### src/rtl/multicycle_ctrl_if.sv
// Control bundle between the multi-cycle sequencer and the RV32I datapath /
// shared single-port memory. The controller side is "master", the datapath
// and memory side is "slave".
interface multicycle_ctrl_if #(
   parameter int CNT_W = 32
);
   // datapath / memory status into the controller
   logic [31:0]      instr;
   logic             zero;
   logic             mem_ready;

   // memory handshake
   logic             mem_req;
   logic             mem_we;

   // datapath controls
   logic             ir_we;
   logic             we;
   logic             rs2sel;
   logic [1:0]       regsel;
   logic [1:0]       imm_sel;
   logic             PCsel;
   logic             pc_we;
   logic [3:0]       ALUControl;

   // status
   logic             trap;
   logic [CNT_W-1:0] instret;

   modport master (
      input  instr, zero, mem_ready,
      output mem_req, mem_we, ir_we, we, rs2sel, regsel, imm_sel,
             PCsel, pc_we, ALUControl, trap, instret
   );

   modport slave (
      output instr, zero, mem_ready,
      input  mem_req, mem_we, ir_we, we, rs2sel, regsel, imm_sel,
             PCsel, pc_we, ALUControl, trap, instret
   );
endinterface

### src/rtl/multicycle_ctrl.sv
// Multi-cycle RV32I control FSM. Sequences fetch, decode, execute, memory
// and write-back over a shared single-port memory, decodes the ALU operation,
// flags illegal encodings and counts retired instructions.
module multicycle_ctrl #(
   parameter int CNT_W = 32
) (
   input  logic                   clk,
   input  logic                   reset,
   multicycle_ctrl_if.master      bus
);

   typedef enum logic [2:0] {
      IDLE,
      FETCH,
      DECODE,
      EXECUTE,
      MEMORY,
      WRITEBACK
   } state_t;

   typedef enum logic [2:0] {
      C_R,
      C_I,
      C_LW,
      C_SW,
      C_BR,
      C_JAL,
      C_ILL
   } class_t;

   localparam logic [6:0] OP_R   = 7'b0110011;
   localparam logic [6:0] OP_I   = 7'b0010011;
   localparam logic [6:0] OP_LW  = 7'b0000011;
   localparam logic [6:0] OP_SW  = 7'b0100011;
   localparam logic [6:0] OP_BR  = 7'b1100011;
   localparam logic [6:0] OP_JAL = 7'b1101111;

   localparam logic [3:0] ALU_ADD  = 4'b0000;
   localparam logic [3:0] ALU_SUB  = 4'b0001;
   localparam logic [3:0] ALU_AND  = 4'b0010;
   localparam logic [3:0] ALU_OR   = 4'b0011;
   localparam logic [3:0] ALU_XOR  = 4'b0100;
   localparam logic [3:0] ALU_SLL  = 4'b0101;
   localparam logic [3:0] ALU_SRL  = 4'b0110;
   localparam logic [3:0] ALU_SRA  = 4'b0111;
   localparam logic [3:0] ALU_SLT  = 4'b1000;
   localparam logic [3:0] ALU_SLTU = 4'b1001;

   localparam logic [1:0] IMM_I = 2'b00;
   localparam logic [1:0] IMM_S = 2'b01;
   localparam logic [1:0] IMM_B = 2'b10;
   localparam logic [1:0] IMM_J = 2'b11;

   localparam logic [1:0] WB_ALU = 2'b00;
   localparam logic [1:0] WB_MEM = 2'b01;
   localparam logic [1:0] WB_PC4 = 2'b10;

   state_t           state_reg;
   state_t           state_next;
   class_t           cls;
   logic [CNT_W-1:0] instret_reg;

   logic [6:0]       opcode;
   logic [2:0]       funct3;
   logic             alt;
   logic [3:0]       alu_op;

   logic             mem_req;
   logic             mem_we;
   logic             ir_we;
   logic             we;
   logic             rs2sel;
   logic [1:0]       regsel;
   logic [1:0]       imm_sel;
   logic             PCsel;
   logic             pc_we;
   logic [3:0]       ALUControl;
   logic             trap;

   // Register specifiers and immediate bits are consumed by the datapath only.
   logic             unused_instr_bits;

   assign opcode = bus.instr[6:0];
   assign funct3 = bus.instr[14:12];
   assign alt    = bus.instr[30];
   assign unused_instr_bits = ^{bus.instr[31], bus.instr[29:15], bus.instr[11:7]};

   // ALU operation for register and immediate arithmetic; funct3 000 is only
   // a subtract for the register form.
   function automatic logic [3:0] alu_decode(input logic [2:0] f3,
                                             input logic       f_alt,
                                             input logic       is_reg);
      logic [3:0] op;
      case (f3)
         3'b000:  op = (is_reg && f_alt) ? ALU_SUB : ALU_ADD;
         3'b001:  op = ALU_SLL;
         3'b010:  op = ALU_SLT;
         3'b011:  op = ALU_SLTU;
         3'b100:  op = ALU_XOR;
         3'b101:  op = f_alt ? ALU_SRA : ALU_SRL;
         3'b110:  op = ALU_OR;
         default: op = ALU_AND;
      endcase
      return op;
   endfunction

   assign alu_op = alu_decode(funct3, alt, (cls == C_R));

   // Instruction class from the IR; anything not recognised is illegal.
   always_comb begin
      cls = C_ILL;
      case (opcode)
         OP_R:   cls = C_R;
         OP_I:   cls = C_I;
         OP_LW:  if (funct3 == 3'b010) cls = C_LW;
         OP_SW:  if (funct3 == 3'b010) cls = C_SW;
         OP_BR:  if (funct3[2:1] == 2'b00) cls = C_BR;
         OP_JAL: cls = C_JAL;
         default: cls = C_ILL;
      endcase
   end

   // State register; reset abandons any in-flight memory request.
   always_ff @(posedge clk) begin
      if (!reset) begin
         state_reg <= IDLE;
      end else begin
         state_reg <= state_next;
      end
   end

   // Next state and all datapath controls, decoded from state, class and mem_ready.
   always_comb begin
      state_next = state_reg;
      mem_req    = 1'b0;
      mem_we     = 1'b0;
      ir_we      = 1'b0;
      we         = 1'b0;
      rs2sel     = 1'b0;
      regsel     = WB_ALU;
      imm_sel    = IMM_I;
      PCsel      = 1'b0;
      pc_we      = 1'b0;
      ALUControl = ALU_ADD;
      trap       = 1'b0;

      case (state_reg)
         IDLE: begin
            state_next = FETCH;
         end

         FETCH: begin
            mem_req = 1'b1;
            if (bus.mem_ready) begin
               ir_we      = 1'b1;
               state_next = DECODE;
            end
         end

         DECODE: begin
            if (cls == C_ILL) begin
               trap       = 1'b1;
               pc_we      = 1'b1;
               state_next = FETCH;
            end else if (cls == C_JAL) begin
               state_next = WRITEBACK;
            end else begin
               state_next = EXECUTE;
            end
         end

         EXECUTE: begin
            case (cls)
               C_R: begin
                  ALUControl = alu_op;
                  state_next = WRITEBACK;
               end
               C_I: begin
                  rs2sel     = 1'b1;
                  ALUControl = alu_op;
                  state_next = WRITEBACK;
               end
               C_LW, C_SW: begin
                  rs2sel     = 1'b1;
                  imm_sel    = (cls == C_SW) ? IMM_S : IMM_I;
                  state_next = MEMORY;
               end
               C_BR: begin
                  ALUControl = ALU_SUB;
                  imm_sel    = IMM_B;
                  pc_we      = 1'b1;
                  // funct3[0] distinguishes BNE from BEQ
                  PCsel      = funct3[0] ? ~bus.zero : bus.zero;
                  state_next = FETCH;
               end
               default: state_next = FETCH;
            endcase
         end

         MEMORY: begin
            mem_req = 1'b1;
            mem_we  = (cls == C_SW);
            rs2sel  = 1'b1;
            imm_sel = (cls == C_SW) ? IMM_S : IMM_I;
            if (bus.mem_ready) begin
               if (cls == C_SW) begin
                  pc_we      = 1'b1;
                  state_next = FETCH;
               end else begin
                  state_next = WRITEBACK;
               end
            end
         end

         WRITEBACK: begin
            we         = 1'b1;
            pc_we      = 1'b1;
            state_next = FETCH;
            case (cls)
               C_R: begin
                  ALUControl = alu_op;
               end
               C_I: begin
                  rs2sel     = 1'b1;
                  ALUControl = alu_op;
               end
               C_LW: begin
                  regsel = WB_MEM;
               end
               C_JAL: begin
                  regsel  = WB_PC4;
                  imm_sel = IMM_J;
                  PCsel   = 1'b1;
               end
               default: ;
            endcase
         end

         default: state_next = IDLE;
      endcase
   end

   // Retired-instruction counter: every PC update except a trap retires one.
   always_ff @(posedge clk) begin
      if (!reset) begin
         instret_reg <= '0;
      end else if (pc_we && !trap) begin
         instret_reg <= instret_reg + 1'b1;
      end
   end

   assign bus.mem_req    = mem_req;
   assign bus.mem_we     = mem_we;
   assign bus.ir_we      = ir_we;
   assign bus.we         = we;
   assign bus.rs2sel     = rs2sel;
   assign bus.regsel     = regsel;
   assign bus.imm_sel    = imm_sel;
   assign bus.PCsel      = PCsel;
   assign bus.pc_we      = pc_we;
   assign bus.ALUControl = ALUControl;
   assign bus.trap       = trap;
   assign bus.instret    = instret_reg;

endmodule

### src/flat_wrapper.sv
// flat-port wrapper written by rule: the top's interface ports become plain ports
module multicycle_ctrl_flat 
#(
   parameter int CNT_W = 32
)
  (clk, reset, bus_instr, bus_zero, bus_mem_ready, bus_mem_req, bus_mem_we, bus_ir_we, bus_we, bus_rs2sel, bus_regsel, bus_imm_sel, bus_PCsel, bus_pc_we, bus_ALUControl, bus_trap, bus_instret);
  multicycle_ctrl_if #(.CNT_W(CNT_W)) bus_i ();
  input  logic clk;
  input  logic reset;
  input wire logic [$bits(bus_i.instr)-1:0] bus_instr;
  input wire logic [$bits(bus_i.zero)-1:0] bus_zero;
  input wire logic [$bits(bus_i.mem_ready)-1:0] bus_mem_ready;
  output wire logic [$bits(bus_i.mem_req)-1:0] bus_mem_req;
  output wire logic [$bits(bus_i.mem_we)-1:0] bus_mem_we;
  output wire logic [$bits(bus_i.ir_we)-1:0] bus_ir_we;
  output wire logic [$bits(bus_i.we)-1:0] bus_we;
  output wire logic [$bits(bus_i.rs2sel)-1:0] bus_rs2sel;
  output wire logic [$bits(bus_i.regsel)-1:0] bus_regsel;
  output wire logic [$bits(bus_i.imm_sel)-1:0] bus_imm_sel;
  output wire logic [$bits(bus_i.PCsel)-1:0] bus_PCsel;
  output wire logic [$bits(bus_i.pc_we)-1:0] bus_pc_we;
  output wire logic [$bits(bus_i.ALUControl)-1:0] bus_ALUControl;
  output wire logic [$bits(bus_i.trap)-1:0] bus_trap;
  output wire logic [$bits(bus_i.instret)-1:0] bus_instret;
  assign bus_i.instr = bus_instr;
  assign bus_i.zero = bus_zero;
  assign bus_i.mem_ready = bus_mem_ready;
  assign bus_mem_req = bus_i.mem_req;
  assign bus_mem_we = bus_i.mem_we;
  assign bus_ir_we = bus_i.ir_we;
  assign bus_we = bus_i.we;
  assign bus_rs2sel = bus_i.rs2sel;
  assign bus_regsel = bus_i.regsel;
  assign bus_imm_sel = bus_i.imm_sel;
  assign bus_PCsel = bus_i.PCsel;
  assign bus_pc_we = bus_i.pc_we;
  assign bus_ALUControl = bus_i.ALUControl;
  assign bus_trap = bus_i.trap;
  assign bus_instret = bus_i.instret;
  multicycle_ctrl #(.CNT_W(CNT_W)) u_core (.clk(clk), .reset(reset), .bus(bus_i));
endmodule
### config.mk
export PLATFORM = sky130hd
export DESIGN_NAME = multicycle_ctrl_flat
export DESIGN_NICKNAME = d
export VERILOG_FILES = /design/src/rtl/multicycle_ctrl_if.sv /design/src/rtl/multicycle_ctrl.sv /design/src/flat_wrapper.sv
export SDC_FILE = /design/constraint.sdc
export NUM_CORES = 1
export LEC_CHECK = 0
export CORE_MARGIN = 5
export CORE_UTILIZATION = 42
export DETAILED_ROUTE_END_ITERATION = 12
export PLACE_DENSITY = 0.76
export SETUP_SLACK_MARGIN = 0.15
export SKIP_LAST_GASP = 1
export SLEW_MARGIN = 20
export SYNTH_ARGS = -nofsm -noshare
export SYNTH_HDL_FRONTEND = slang
export SYNTH_SLANG_ARGS = --single-unit
export TNS_END_PERCENT = 20
### constraint.sdc
create_clock -name clk -period 1.8 [get_ports clk]
set_input_delay 0.27 -clock clk [delete_from_list [all_inputs] [get_ports clk]]
set_output_delay 0.27 -clock clk [all_outputs]
set_load 0.01 [all_outputs]
# Yosys cells after proc, flatten, opt, wreduce, memory -nomap -nowiden
# Cells that the tools add are included.
[op_classes]
n_bitwise = 1
add_sub_neg = 1
eq_ne = 25
reduce_logical = 13
n_mux = 41
[ops]
columns = ["op", "count"]
rows = [
  ["$add 32x1->32 const B", 1],
  ["$pmux 4 s7", 1],
  ["$eq 3x3->1 const B", 8],
  ["$mux 3", 7],
  ["$eq 3x2->1 const B", 6],
  ["$mux 1", 18],
  ["$pmux 3 s6", 1],
  ["$pmux 4 s2", 2],
  ["$pmux 3 s5", 1],
  ["$eq 7x6->1 const B", 2],
  ["$eq 7x7->1 const B", 2],
  ["$eq 3x1->1 const B", 3],
  ["$logic_not 3->1", 3],
  ["$pmux 2 s2", 2],
  ["$reduce_or 2->1", 4],
  ["$eq 7x2->1 const B", 1],
  ["$eq 7x5->1 const B", 1],
  ["$mux 2", 3],
  ["$pmux 2 s3", 1],
  ["$pmux 3 s2", 1],
  ["$mux 4", 1],
  ["$ne 2x2->1 const B", 2],
  ["$pmux 1 s4", 1],
  ["$pmux 1 s3", 1],
  ["7 further kinds", 8],
]
[totals]
inputBits = 36
elab_cells = 83
output_inout_bits = 48
regBits = 35

# Depth between registers and ports, before layout
[depth]
depth_word = 9
ltp_mapped = 9
ltp_nobuf = 6

# Worst setup path before layout
# No wires, ideal clock.
[synth_timing]
kind = "in2out"
startpoint = "in bus_instr[14]"
endpoint = "out bus_PCsel"
n_path_buf = 3
setup_slack_ns = -0.139
stages = 7
arrival_ns = 1.669
required_ns = 1.530
cell_sequence = "buf_4 nor4_1 o2111a_2 o211ai_4 buf_6 buf_6 o21ai_0"
[synth_between]
elab_chain_cells = 6
elab_cells_between_ends = 11
cone_classes = "3 x eq/ne; 7 x mux; 1 x reduce/logical"
[synth_lines]
columns = ["item", "line_no", "rtl"]
rows = [
  ["start, declared", "flat_wrapper.sv:10", "input wire logic [$bits(bus_i.instr)-1:0] bus_instr;"],
  ["$eq 3x2->1 / $logic_not 2->1 (equally long branches)", "multicycle_ctrl.sv:115, multicycle_ctrl.sv:116, multicycle_ctrl.sv:117", ""],
  ["$mux 3 (tied with other cells)", "multicycle_ctrl.sv:116", "OP_SW: if (funct3 == 3'b010) cls = C_SW;"],
  ["$pmux 3 s6 *", "multicycle_ctrl.sv:112", "case (opcode)"],
  ["$eq 3x3->1, on equally long branches", "multicycle_ctrl.sv:219, multicycle_ctrl.sv:173", ""],
  ["$mux 1, on equally long branches", "multicycle_ctrl.sv:219, multicycle_ctrl.sv:173", ""],
  ["$pmux 1 s2 *", "multicycle_ctrl.sv:147", "case (state_reg)"],
  ["end, declared", "flat_wrapper.sv:20", "output wire logic [$bits(bus_i.PCsel)-1:0] bus_PCsel;"],
]
# Every way passes the cells marked *; elsewhere a longest branch is shown, timed or not.

# Worst setup path in the final report
[layout_timing]
startpoint = "in bus_instr[3]"
endpoint = "out bus_pc_we"
[layout_between]
elab_chain_cells = 6
elab_cells_between_ends = 15
cone_classes = "9 x eq/ne; 6 x mux"
[layout_lines]
columns = ["item", "line_no", "rtl"]
rows = [
  ["$eq 7x7->1 (tied with other cells)", "multicycle_ctrl.sv:112", ""],
  ["$pmux 3 s6 *", "multicycle_ctrl.sv:112", ""],
  ["$eq 3x2->1", "multicycle_ctrl.sv:206", "if (cls == C_SW) begin"],
  ["$mux 1", "multicycle_ctrl.sv:206", ""],
  ["$mux 1", "multicycle_ctrl.sv:205", "if (bus.mem_ready) begin"],
  ["$pmux 1 s4 *", "multicycle_ctrl.sv:147", ""],
  ["end, declared", "flat_wrapper.sv:21", "output wire logic [$bits(bus_i.pc_we)-1:0] bus_pc_we;"],
]
# Marks and branches as above.

==> flow_summary.toml <==
[outcome]
status = "finished, violations left"
violations = "negative setup slack"

[floorplan]
io_pins = 84
initial_core_util = 0.437
fp.dieArea_um2 = 7900
rows = 28
fp.dieW_um = 88.9
die_h_um = 88.9
coreArea_um2 = 5990

[worst_setup_path]
start_kind = "input port"
slowest_delay_ns = 0.36
slowest_stage = "or3_4"
critPathTopFamily = "simple AND/OR/NAND/NOR gates"
crit_chain = "buf_8, nor4_4, o2111a_2, buf_6, nor4_4, buf_4, or3_4, buf_6"
worst_ep_arrival_time_ns = 1.72
critPathKind = "in -> out"
rrSetupSlack_ns = -0.13
crit_buf_inv = 4
path_max_fanout = 4
required_ns = 1.53
end_kind = "output pin"

[synthesis]
syn_avg_cell_area_um2 = 8.52
ys_ff_latch = 35
syn_area_um2 = 2620
async_flop_share = 0
ys_seq_area_frac = 0.268
syn_inst = 307
synthFlopType = "dfxtp_1"
syn_nets = 344
ys.warnings.count = 0
synth_edf_count = 0
netlist-cell-type-count = 55

[timing]
worst_pin_slew_ns = 0.439
skew_ns = 0.00753
hold_viol = 0
setup-violations-final = 35
slew_headroom = 0.706
period_share = 1.11
slew_violations = 0
max_clock_freq_mhz = 501
min_period_ns = 1.99
fin_ws_ns = -0.194
rsz0062_at_grt = "yes"

[global_routing]
grt_use_total = 0.223
gr-total-overflow = 0
antenna_found_initial = 0
grt_max_degree = 31
grt_pass1_wl_mm = 14.1
grt_pass1_vias = 2981

[clock_network]
htreeDepth = 2
cts_max_path_buffers = 2
clkSinkCount = 35
clkTransAtPathRegs_ns = 0.07
root_buffer = "clkbuf_8"
clk_latency_ns = 0.29
cts_made_buffers = 5
cts_tree = "yes"

[power_and_ir_drop]
p_per_area_nw_per_um2 = 380
ir_drop_v = 0.000353
static-leakage-power_uw = 0.00165

[flow_run]
max_cap_violations = 0

[routing]
route.met2.wl_mm = 4.57
met3WireLength_um = 595
drc = 0
first_iter_violations = 130
vias_per_cell = 5.55
highest_layer = "met4"
met1_length_mm = 3.57
dr.pass1.iters = 5
drt-total-wl_mm = 8.86
vias = 2959
routedWlPerCell_um = 16.6
drtAntennaViolNets = 0

[placement]
dp_slack_ns = -0.821
gp_congestion = 0.852
post-dp-hpwl_mm = 5.74
port_buffers = 62

[layout]
finish.utilization = 0.732
largest_reg_flops = 32
layout.nets = 494
areaGrowthSynthToFinish_pct = 67.7
drive_above_1_share = 0.402
diodes = 0

[hold_path]
min_path_type = "in -> reg"
synthesized netlist by cell type (all sizes together) (2+ instances only):
cell type | count | area (µm²)
nand2b | 34 | 213
and4 | 2 | 20.0
nor4 | 3 | 33.8
nand3 | 17 | 90.1
nor3 | 8 | 40.0
mux2i | 31 | 310
nor2b | 3 | 23.8
clkbuf | 9 | 33.8
nand2 | 47 | 176
a2111oi | 8 | 195
or2 | 3 | 21.3
dfxtp | 35 | 701
o211ai | 3 | 41.3
o211a | 2 | 20.0
or3 | 4 | 25.0
nand4 | 13 | 81.3
inv | 5 | 18.8
o21ai | 6 | 30.0
a21oi | 14 | 70.1
xnor2 | 3 | 26.3
and2 | 2 | 15.0
nor3b | 2 | 26.3
nor2 | 10 | 37.5
and3 | 3 | 18.8
a211oi | 11 | 82.6
o31ai | 2 | 15.0
nand3b | 3 | 22.5
buf | 9 | 68.8
layout make-up:
cell class | count | area, µm²
Tap cell | 75 | 93.8
Multi-Input combinational cell | 249 | 2020
Fill cell | 442 | 1610
Sequential cell | 35 | 713
Clock buffer | 8 | 100
Timing Repair Buffer | 161 | 1440
Inverter | 5 | 18.8
worst register-to-register path, stage by stage (launching register included):
cell      delay [ns]
dfxtp_1         0.41
nor2b_4         0.24
nand2_1         0.12
buf_4           0.16
inv_2           0.09
a31oi_4         0.06
buf_6           0.18
a211oi_1        0.34
mux2i_1         0.25
placed cells by master (no fill, tap or decap), types with 4 or more instances in the layout:
cell type        count
clkdlybuf4s15_2      4
nor3_1               6
nand3_1             15
o21ai_0              4
nand4_1             13
nand2b_1            31
a211oi_1             7
clkdlybuf4s50_1     35
buf_2                8
buf_6               14
buf_4               85
mux2i_1             31
a21oi_1             13
dfxtp_1             27
dlygate4sd2_1        5
nand2_1             47
clkbuf_8             7
buf_8                4
nor2_1               9
dfxtp_2              7
a2111oi_4            8
logic make-up (layout without fill, tap and decap cells):
group,after synthesis,count (layout),share of synthesized area
flops,35,35,0.268
fa+ha+maj,1,1,0.00478
xor+xnor,3,3,0.0100
mux,31,31,0.119
buf+inv,23,174,0.0464
compound gates,58,58,0.220
simple gates,156,156,0.332
stage by stage:
step                TNS (ns)  hold slack, ns  area, µm²  cells  total power (µW)
detailed placement    -30.16           0.456       3870    501               998
global placement      -28.53           0.453       3870    501               993
finish                 -3.19           0.349       4380    533              1670
floorplan            -0.0433           0.425       2720    307               894
CTS                    -2.56           0.343       4270    530              1660
global route           -6.61           0.349       4380    533              1710
power by group:
| part | switching [µW] | internal [µW] | total, µW |
|---|---|---|---|
| registers | 4.34 | 776 | 780 |
| clock network | 284 | 349 | 633 |
| logic | 122 | 131 | 253 |
| total | 410 | 1260 | 1670 |
final timing paths:
kind | depth (start not counted) | to | start
max reg2reg | 8 | u_core.bus.instret[9] | u_core.state_reg[2]
min reg2reg | 2 | u_core.bus.instret[31] | u_core.bus.instret[31]
min | 3 | u_core.bus.instret[27] | reset
max | 8 | bus_pc_we | bus_instr[3]
what timing repair did:
action                                  CTS  global route
resized for setup                       124            18
gates cloned                              0             1
buffers inserted                         21             2
endpoints found under the setup margin   51            49
pin swaps                                17             8
hold buffers                              0             0
layer usage:
layer / vias up / GRT usage
met5: - / 0
met2: 104 / 0.409
met4: 0 / 0.0687
met3: 19 / 0.0424
met1: 1411 / 0.261
li1: 1425 / -
(Power assumes the default switching activity.)
